$ cat config.mk
export PLATFORM = sky130hd
export DESIGN_NAME = operand_fetch
export DESIGN_NICKNAME = d
export VERILOG_FILES = /design/src/rtl/cpu_pkg.sv /design/src/rtl/reg_scoreboard.sv /design/src/rtl/operand_fetch.sv
export SDC_FILE = /design/constraint.sdc
export NUM_CORES = 1
export LEC_CHECK = 0
export BUFFER_PORTS_ARGS = -buffer_cell sky130_fd_sc_hd__buf_2
export CORE_MARGIN = 8
export CORE_UTILIZATION = 50
export DETAILED_ROUTE_END_ITERATION = 12
export PLACE_DENSITY = 0.83
export REMOVE_ABC_BUFFERS = 1
export SETUP_SLACK_MARGIN = 0.3
export SYNTH_ARGS = -nofsm -noshare
export SYNTH_HDL_FRONTEND = slang
export SYNTH_SLANG_ARGS = --single-unit
$ cat constraint.sdc
create_clock -name clk -period 2.9 [get_ports clk]
set_input_delay 0.145 -clock clk [delete_from_list [all_inputs] [get_ports clk]]
set_output_delay 0.145 -clock clk [all_outputs]
set_load 0.005 [all_outputs]
$ cat src/rtl/cpu_pkg.sv
// Shared CPU constants and register-file types; must match the register array.
package cpu_pkg;

    localparam int REG_NUM   = 32;
    localparam int REG_WIDTH = 32;
    localparam int ADDR_W    = 5;

    typedef logic [ADDR_W-1:0]    reg_addr_t;
    typedef logic [REG_WIDTH-1:0] reg_data_t;

endpackage

$ cat src/rtl/reg_scoreboard.sv
// Per-register pending-write scoreboard with hazard lookups for rs1, rs2 and rd.
module reg_scoreboard
    import cpu_pkg::*;
#(
    parameter int REG_NUM = cpu_pkg::REG_NUM,
    parameter int ADDR_W  = cpu_pkg::ADDR_W
) (
    input  logic               clk,
    input  logic               rst,
    input  logic               set_en_i,
    input  logic [ADDR_W-1:0]  set_addr_i,
    input  logic               clr_en_i,
    input  logic [ADDR_W-1:0]  clr_addr_i,
    input  logic [ADDR_W-1:0]  rs1_i,
    input  logic [ADDR_W-1:0]  rs2_i,
    input  logic [ADDR_W-1:0]  rd_i,
    output logic               rs1_busy_o,
    output logic               rs2_busy_o,
    output logic               rd_busy_o,
    output logic [REG_NUM-1:0] busy_o
);

    logic [REG_NUM-1:0] busy_q, busy_d;

    // Set is applied after clear: a new writer issued in the same cycle as the
    // old writer retires must remain outstanding.
    always_comb begin
        busy_d = busy_q;
        if (clr_en_i) busy_d[clr_addr_i] = 1'b0;
        if (set_en_i) busy_d[set_addr_i] = 1'b1;
    end

    always_ff @(posedge clk) begin
        if (rst) busy_q <= '0;
        else     busy_q <= busy_d;
    end

    assign rs1_busy_o = busy_q[rs1_i];
    assign rs2_busy_o = busy_q[rs2_i];
    assign rd_busy_o  = busy_q[rd_i];
    assign busy_o     = busy_q;

endmodule

$ cat src/rtl/operand_fetch.sv
// Operand fetch: register-array read, writeback bypass, hazard stall and a
// single registered output slot toward execute.
module operand_fetch
    import cpu_pkg::*;
#(
    parameter int REG_NUM   = cpu_pkg::REG_NUM,
    parameter int REG_WIDTH = cpu_pkg::REG_WIDTH,
    parameter int ADDR_W    = cpu_pkg::ADDR_W,
    parameter int TAG_W     = 32
) (
    input  logic                 clk,
    input  logic                 rst,
    input  logic                 in_valid,
    output logic                 in_ready,
    input  logic [ADDR_W-1:0]    in_rs1,
    input  logic [ADDR_W-1:0]    in_rs2,
    input  logic [ADDR_W-1:0]    in_rd,
    input  logic                 in_rd_we,
    input  logic [TAG_W-1:0]     in_tag,
    output logic [ADDR_W-1:0]    reg1_address,
    output logic [ADDR_W-1:0]    reg2_address,
    input  logic [REG_WIDTH-1:0] reg1,
    input  logic [REG_WIDTH-1:0] reg2,
    input  logic                 wb_word_enable,
    input  logic                 wb_byte_enable,
    input  logic [ADDR_W-1:0]    wb_address,
    input  logic [REG_WIDTH-1:0] wb_data,
    output logic                 out_valid,
    input  logic                 out_ready,
    output logic [REG_WIDTH-1:0] out_op1,
    output logic [REG_WIDTH-1:0] out_op2,
    output logic [ADDR_W-1:0]    out_rd,
    output logic                 out_rd_we,
    output logic [TAG_W-1:0]     out_tag,
    output logic [REG_NUM-1:0]   sb_busy
);

    logic                 wb_hit;
    logic                 rs1_busy, rs2_busy, rd_busy;
    logic                 rs1_blk, rs2_blk, rd_blk, hazard;
    logic                 accept;
    logic [REG_WIDTH-1:0] op1_byp, op2_byp;

    logic                 valid_q, valid_d;
    logic [REG_WIDTH-1:0] op1_q, op1_d, op2_q, op2_d;
    logic [ADDR_W-1:0]    rd_q, rd_d;
    logic                 rd_we_q, rd_we_d;
    logic [TAG_W-1:0]     tag_q, tag_d;

    assign reg1_address = in_rs1;
    assign reg2_address = in_rs2;
    assign wb_hit       = wb_word_enable | wb_byte_enable;

    // Word write wins over byte write, as in the register array.
    always_comb begin
        op1_byp = reg1;
        if (wb_word_enable && wb_address == in_rs1)
            op1_byp = wb_data;
        else if (wb_byte_enable && wb_address == in_rs1)
            op1_byp = {reg1[REG_WIDTH-1:8], wb_data[7:0]};
    end

    always_comb begin
        op2_byp = reg2;
        if (wb_word_enable && wb_address == in_rs2)
            op2_byp = wb_data;
        else if (wb_byte_enable && wb_address == in_rs2)
            op2_byp = {reg2[REG_WIDTH-1:8], wb_data[7:0]};
    end

    reg_scoreboard #(
        .REG_NUM (REG_NUM),
        .ADDR_W  (ADDR_W)
    ) u_sb (
        .clk        (clk),
        .rst        (rst),
        .set_en_i   (accept && in_rd_we),
        .set_addr_i (in_rd),
        .clr_en_i   (wb_hit),
        .clr_addr_i (wb_address),
        .rs1_i      (in_rs1),
        .rs2_i      (in_rs2),
        .rd_i       (in_rd),
        .rs1_busy_o (rs1_busy),
        .rs2_busy_o (rs2_busy),
        .rd_busy_o  (rd_busy),
        .busy_o     (sb_busy)
    );

    // A pending register retiring this very cycle is not a hazard: sources
    // pick the value up through the bypass, and the WAW slot frees up.
    assign rs1_blk  = rs1_busy && !(wb_hit && wb_address == in_rs1);
    assign rs2_blk  = rs2_busy && !(wb_hit && wb_address == in_rs2);
    assign rd_blk   = in_rd_we && rd_busy && !(wb_hit && wb_address == in_rd);
    assign hazard   = rs1_blk || rs2_blk || rd_blk;

    assign in_ready = (!valid_q || out_ready) && !hazard;
    assign accept   = in_valid && in_ready;

    always_comb begin
        valid_d = valid_q;
        op1_d   = op1_q;
        op2_d   = op2_q;
        rd_d    = rd_q;
        rd_we_d = rd_we_q;
        tag_d   = tag_q;
        if (accept) begin
            valid_d = 1'b1;
            op1_d   = op1_byp;
            op2_d   = op2_byp;
            rd_d    = in_rd;
            rd_we_d = in_rd_we;
            tag_d   = in_tag;
        end else if (out_ready) begin
            valid_d = 1'b0;
        end
    end

    always_ff @(posedge clk) begin
        if (rst) begin
            valid_q <= 1'b0;
            op1_q   <= '0;
            op2_q   <= '0;
            rd_q    <= '0;
            rd_we_q <= 1'b0;
            tag_q   <= '0;
        end else begin
            valid_q <= valid_d;
            op1_q   <= op1_d;
            op2_q   <= op2_d;
            rd_q    <= rd_d;
            rd_we_q <= rd_we_d;
            tag_q   <= tag_d;
        end
    end

    assign out_valid = valid_q;
    assign out_op1   = op1_q;
    assign out_op2   = op2_q;
    assign out_rd    = rd_q;
    assign out_rd_we = rd_we_q;
    assign out_tag   = tag_q;

endmodule

Word level (Yosys, flattened, before mapping)
Cells that the tools add are included.
{"block": "classes", "order_cmp": 6, "n_eq_ne": 3, "n_mux": 18, "bitwise_logic": 4, "n_reduce_logical": 25}
{"operator": "$mux 32", "count": 4}
{"operator": "$and 32x32->32", "count": 1}
{"operator": "$not 32->32", "count": 1}
{"operator": "$or 32x32->32", "count": 1}
{"operator": "$lt 5x6->1 const B", "count": 4}
{"operator": "$logic_and 1x1->1", "count": 16}
{"operator": "$mux 8", "count": 2}
{"operator": "$bmux 1 s5", "count": 3}
{"operator": "$eq 5x5->1", "count": 3}
{"operator": "$demux 1 s5", "count": 2}
{"operator": "$ge 5x1->1 const B", "count": 2}
{"operator": "$mux 1", "count": 7}
{"operator": "$logic_not 1->1", "count": 5}
{"operator": "$logic_or 1x1->1", "count": 3}
{"operator": "$reduce_bool 2->1", "count": 1}
{"operator": "$or 1x1->1", "count": 1}
{"block": "word_totals", "reg_bits": 135, "in_bits": 155, "out_inout_bits": 146}

Depth between registers and ports, before layout
{"block": "depth", "word_depth": 11, "depth_mapped": 11, "mapped_depth_nobuf": 6}

Cells and area by module
A second synthesis with hierarchy kept.
{"block": "unflattened", "hier_cells": 931, "hier_area_um2": 8057.7}
{"mod": "operand_fetch", "instances": 1, "cells_per_inst": 646, "area_each_um2": 5796.8, "seq_area_each_um2": 2062.0}
{"mod": "reg_scoreboard", "instances": 1, "cells_per_inst": 285, "area_each_um2": 2260.9, "seq_area_each_um2": 640.6}

Worst setup path after synthesis
OpenSTA, ideal clock, no wires.
{"block": "synth_path", "path_type": "input port to flip-flop", "start": "input port in_rd[2]", "end": "register op2_q[10] (netlist: out_op2[10])", "setup_ns": 0.121, "arrival_ns": 2.204, "required_time_ns": 2.779, "slack_ns": 0.575, "stages": 10, "path_cell_list": "buf_2 > or3b_2 > clkbuf_1 > o22ai_1 > nor3_1 > o2111a_1 > o211ai_2 > buf_6 > buf_6 > mux2_2"}
{"block": "synth_via", "elab_chain_len": 8}
{"item": "start: declaration", "line_no": "operand_fetch.sv:17", "text": "input logic [ADDR_W-1:0] in_rd,"}
{"item": "$bmux 1 s5 or $eq 5x5->1 (tied branches)", "line_no": "reg_scoreboard.sv:40, operand_fetch.sv:94"}
{"item": "$mux 1 (implied by the code) or $logic_and 1x1->1 (tied branches)", "line_no": "reg_scoreboard.sv:40, operand_fetch.sv:94"}
{"item": "$logic_and 1x1->1 or $logic_not 1->1 (tied branches)", "line_no": "operand_fetch.sv:94", "text": "assign rd_blk = in_rd_we && rd_busy && !(wb_hit && wb_address == in_rd);"}
{"item": "$logic_and 1x1->1 (*)", "line_no": "operand_fetch.sv:94"}
{"item": "$logic_or 1x1->1 (*)", "line_no": "operand_fetch.sv:95", "text": "assign hazard = rs1_blk || rs2_blk || rd_blk;"}
{"item": "$logic_not 1->1 (*)", "line_no": "operand_fetch.sv:97", "text": "assign in_ready = (!valid_q || out_ready) && !hazard;"}
{"item": "$logic_and 1x1->1 (*)", "line_no": "operand_fetch.sv:97"}
{"item": "$logic_and 1x1->1 (*)", "line_no": "operand_fetch.sv:98", "text": "assign accept = in_valid && in_ready;"}
{"item": "end signal: assignment", "line_no": "operand_fetch.sv:130", "text": "op2_q <= op2_d;"}
{"item": "end: declaration", "line_no": "operand_fetch.sv:45", "text": "logic [REG_WIDTH-1:0] op1_q, op1_d, op2_q, op2_d;"}
Mark *: on every way between the ends. The rest lies on a longest branch, timed or not. The select of a mux whose other input is x is not followed.
A chain may end at the register's enable or synchronous reset.

Final worst setup path
{"block": "layout_path", "start": "register u_sb.busy_q[29] (netlist: u_sb.busy_o[29])", "end": "register u_sb.busy_q[9] (netlist: u_sb.busy_o[9])"}
{"block": "layout_via", "elab_chain_len": 10}
{"item": "start: declaration", "line_no": "reg_scoreboard.sv:23", "text": "logic [REG_NUM-1:0] busy_q, busy_d;"}
{"item": "start signal: assignment", "line_no": "reg_scoreboard.sv:35", "text": "else busy_q <= busy_d;"}
{"item": "$bmux 1 s5, on equally long branches", "line_no": "reg_scoreboard.sv:38, reg_scoreboard.sv:39, reg_scoreboard.sv:40"}
{"item": "$mux 1, on equally long branches", "line_no": "reg_scoreboard.sv:38, reg_scoreboard.sv:39, reg_scoreboard.sv:40"}
{"item": "$logic_and 1x1->1, on equally long branches", "line_no": "operand_fetch.sv:92, operand_fetch.sv:93, operand_fetch.sv:94"}
{"item": "$logic_or 1x1->1 or $logic_and 1x1->1 (tied branches)", "line_no": "operand_fetch.sv:95, operand_fetch.sv:94"}
{"item": "$logic_or 1x1->1 (*)", "line_no": "operand_fetch.sv:95"}
{"item": "$logic_not 1->1 (*)", "line_no": "operand_fetch.sv:97"}
{"item": "$logic_and 1x1->1 (*)", "line_no": "operand_fetch.sv:97"}
{"item": "$logic_and 1x1->1 (*)", "line_no": "operand_fetch.sv:98"}
{"item": "$logic_and 1x1->1 (*)", "line_no": "operand_fetch.sv:77", "text": ".set_en_i (accept && in_rd_we),"}
{"item": "$mux 32 (*)", "line_no": "reg_scoreboard.sv:30", "text": "if (set_en_i) busy_d[set_addr_i] = 1'b1;"}
Marked as above.

==> metrics.md <==
| Metric | Value |
|---|---|
| Vias per std cell | 5.49 |
| First-pass GRT wire length | 37.8 mm |
| Final hold vios | 0 |
| Final Cycle Share | 87.0% |
| Mapped cell area | 0.00787 mm² |
| Yosys reg bits | 135 |
| Final hold slack | 0.0167 ns |
| Hold Startpoint | in_tag[7] |
| Largest family of logic cells by synthesized area | multiplexers |
| Status | finished, final reports clean |
| Mux cell area share after synthesis | 29.7% |
| Synth Area in Adders | 0% |
| Synth Flop Type | dfxtp_1 |
| CP delay by family, top | multiplexers |
| Pre-CTS WS | 0.145 ns |
| Worst path arrival time | 2.81 ns |
| CTS tree | built |
| Yosys top cell area share | 34.3% |
| Avg Inst Size Synth | 9.62 µm² |
| Final Core Density | 67.2% |
| Area post-placement | 0.00947 mm² |
| Max Freq | 397 MHz |
| Max Cap Viol | 0 |
| Commonest cells post-synth | dfxtp_1 (135), mux2i_1 (123), nor2b_1 (99), nand2b_1 (78), nor2_1 (71) |
| Residual DRC | 0 |
| Post-synth EDFFs | 0 |
| Crit path cell chain | mux4_2 > mux2i_1 > mux2i_1 > a221oi_2 > buf_4 > o211ai_4 > buf_12 > buf_4 > o41ai_2 |
| Port Buffers | 300 |
| Final nets | 1268 |
| Initial Utilization | 50.3% |
| H-tree levels | 4 |
| Seq/Total Area, Yosys | 34.3% |
| Max clock buf depth | 2 |
| DRT Pass-1 Iters | 5 |
| Largest net degree at the start of global routing | 90 |
| Inst Count DP | 1275 |
| Post-route setup slack | 0.378 ns |
| Clock Skew | 0.00844 ns |
| Post-Layout Inst Area | 0.0105 mm² |
| Finish-stage setup viols | 0 |
| Full die area | 0.0200 mm² |
| Worst Setup Start Kind | register |
| Avg WL per Cell | 18.8 µm |
| RD Place Congestion | 0.939 |
| # rows | 46 |
| Hold Crit Class | in -> reg |
| Crit-path max cell delay | 0.48 ns |
| CP endpoint kind | register |
| Post-synthesis xor/xnor area fraction | 1.67% |
| Worst VDD drop | 400 µV |
| P_leak | 5.15 nW |
| Simple logic cell fraction of the synthesized area | 20.6% |
| Layout cells sized above 1 | 41.5% |
| Initial antenna violation count | 0 |
| Ant diodes | 0 |
| Slowest-stage cell, CP | mux4_2 |
| Reg clk slew, reported paths | 0.06 ns |
| Worst-margin pin slew | 0.719 ns |
| Power Density | 484 mW/mm² |
| Detailed Route Iter0 Violations | 602 |
| All-Layer GR Usage | 23.8% |
| Cell accounting for the most synthesized area | dfxtp_1 |
| Vias in the first global route | 7352 |
| Clk root buf | clkbuf_16 |
| Gr ovfl total | 0 |
| Share of flip-flops with an asynchronous set or reset | 0% |
| Top cells by area, synth | dfxtp_1 (34%), mux2i_1 (16%), mux2_2 (9.2%), nor2b_1 (7.9%), nand2b_1 (6.2%) |
| Clock sinks | 135 |
| Worst R2R Start | u_sb.busy_o[29]$_SDFF_PP0_ |
| Complex-gate fraction of the synthesized area | 8.04% |
| Fin. max-slew vios | 0 |
| Yosys warning count | 0 |
| Most common cell in the netlist | dfxtp_1 |
| Die width | 141 µm |
| Final ANT Viol Nets | 0 |
| WP buf/inv | 3 |
| Critical Path Start | u_sb.busy_o[29]$_SDFF_PP0_ |
| Clock latency on the worst-skew pair | 0.41 ns |
| HPWL Detailed | 17.7 mm |
| Cell count after synthesis | 818 |
| I/O pin count | 301 |
| Core ar. | 0.0157 mm² |
| Minimum clock period | 2.52 ns |
| CTS Buf Count | 17 |
| Final WL | 25.2 mm |
| Fin cells | 1340 |
| RSZ-0062 raised after global routing | false |
| Rel. slew slack | 52.0% |
| WS Path Type | reg -> reg |
| Synth-to-layout area growth | 33.6% |
| Critical path peak fanout | 11 |
| Synth cell types | 45 |
| Die H | 141 µm |
| CP required | 3.19 ns |
| Vias | 7355 |
-- path summary, 6_finish.rpt --
path,slack [ns],endpoint,cells past startpoint
setup reg to reg,0.38,u_sb.busy_o[9]$_SDFF_PP0_,9
hold / removal,0.02,out_tag[7]$_SDFFE_PP0P_,3
setup / recovery,0.38,u_sb.busy_o[9]$_SDFF_PP0_,9
hold reg to reg,0.47,out_tag[27]$_SDFFE_PP0P_,2
-- logic make-up (layout without fill, tap and decap cells) --
group	after synthesis	after routing
and+or+nand+nor	289	289
DFF	135	135
muxes	205	205
AOI/OAI and AO/OA	88	88
buffers and inverters	86	392
xor gates and xnor gates	15	15
-- layer usage --
| metal | vias to the layer above | GRT usage, % | wire length [µm] |
|---|---|---|---|
| met4 | 0 | 11.7 | 952 |
| met5 | - | 0 | 0 |
| met3 | 76 | 8.23 | 2370 |
| met1 | 3429 | 27.0 | 9830 |
| li1 | 3427 | - | - |
| met2 | 423 | 39.3 | 12100 |
-- cell type report --
cell class	instances	area [µm²]
Multi-Input combinational cell	597	4800
Clock inverter	8	98.8
Sequential cell	135	2710
Clock buffer	22	474
Inverter	4	15.0
Tap cell	216	270
Fill cell	1251	5140
Timing Repair Buffer	358	2150
-- cell usage in the layout (no fill, tap or decap), types with 21 or more instances in the layout --
cell	instances
buf_4	21
mux2_2	64
dfxtp_1	131
buf_2	299
mux2i_1	122
nor2_1	71
nor2b_1	99
nand2b_1	78
o21ai_0	37
dlygate4sd3_1	26
-- registers in the layout (all words and copies together) (netlist names) --
signal	count
out_rd	5
out_valid	1
out_op2	32
out_op1	32
out_rd_we	1
out_tag	32
u_sb.busy_o	32
-- stage by stage --
| stage | power (mW) | TNS (ns) |
|---|---|---|
| final | 5.09 | 0 |
| after global routing | 5.29 | 0 |
| after CTS | 5.06 | 0 |
| after detailed placement | 2.91 | 0 |
| after global placement | 2.89 | 0 |
| after floorplan | 2.46 | -112.68 |
-- report_power, final --
group          internal (mW)  switching, mW  leakage (nW)
sequential              1.97         0.0542          1.10
clock                   1.32          0.795         0.278
combinational          0.486          0.464          3.77
total                   3.77           1.31          5.15
-- worst min-delay path, cell delays in order --
cell	delay, ns
buf_2	0.10
nand2b_1	0.05
mux2i_1	0.07
-- what timing repair did --
action                                 4_1_cts  5_1_grt
hold buffers                                26        0
pin swaps                                    3        2
gates resized for setup                      4       12
setup endpoints to repair                   17       82
endpoints found under the hold margin       26        0
setup buffers                                2        4
gates cloned                                 0        3
(Power assumes the default switching activity.)
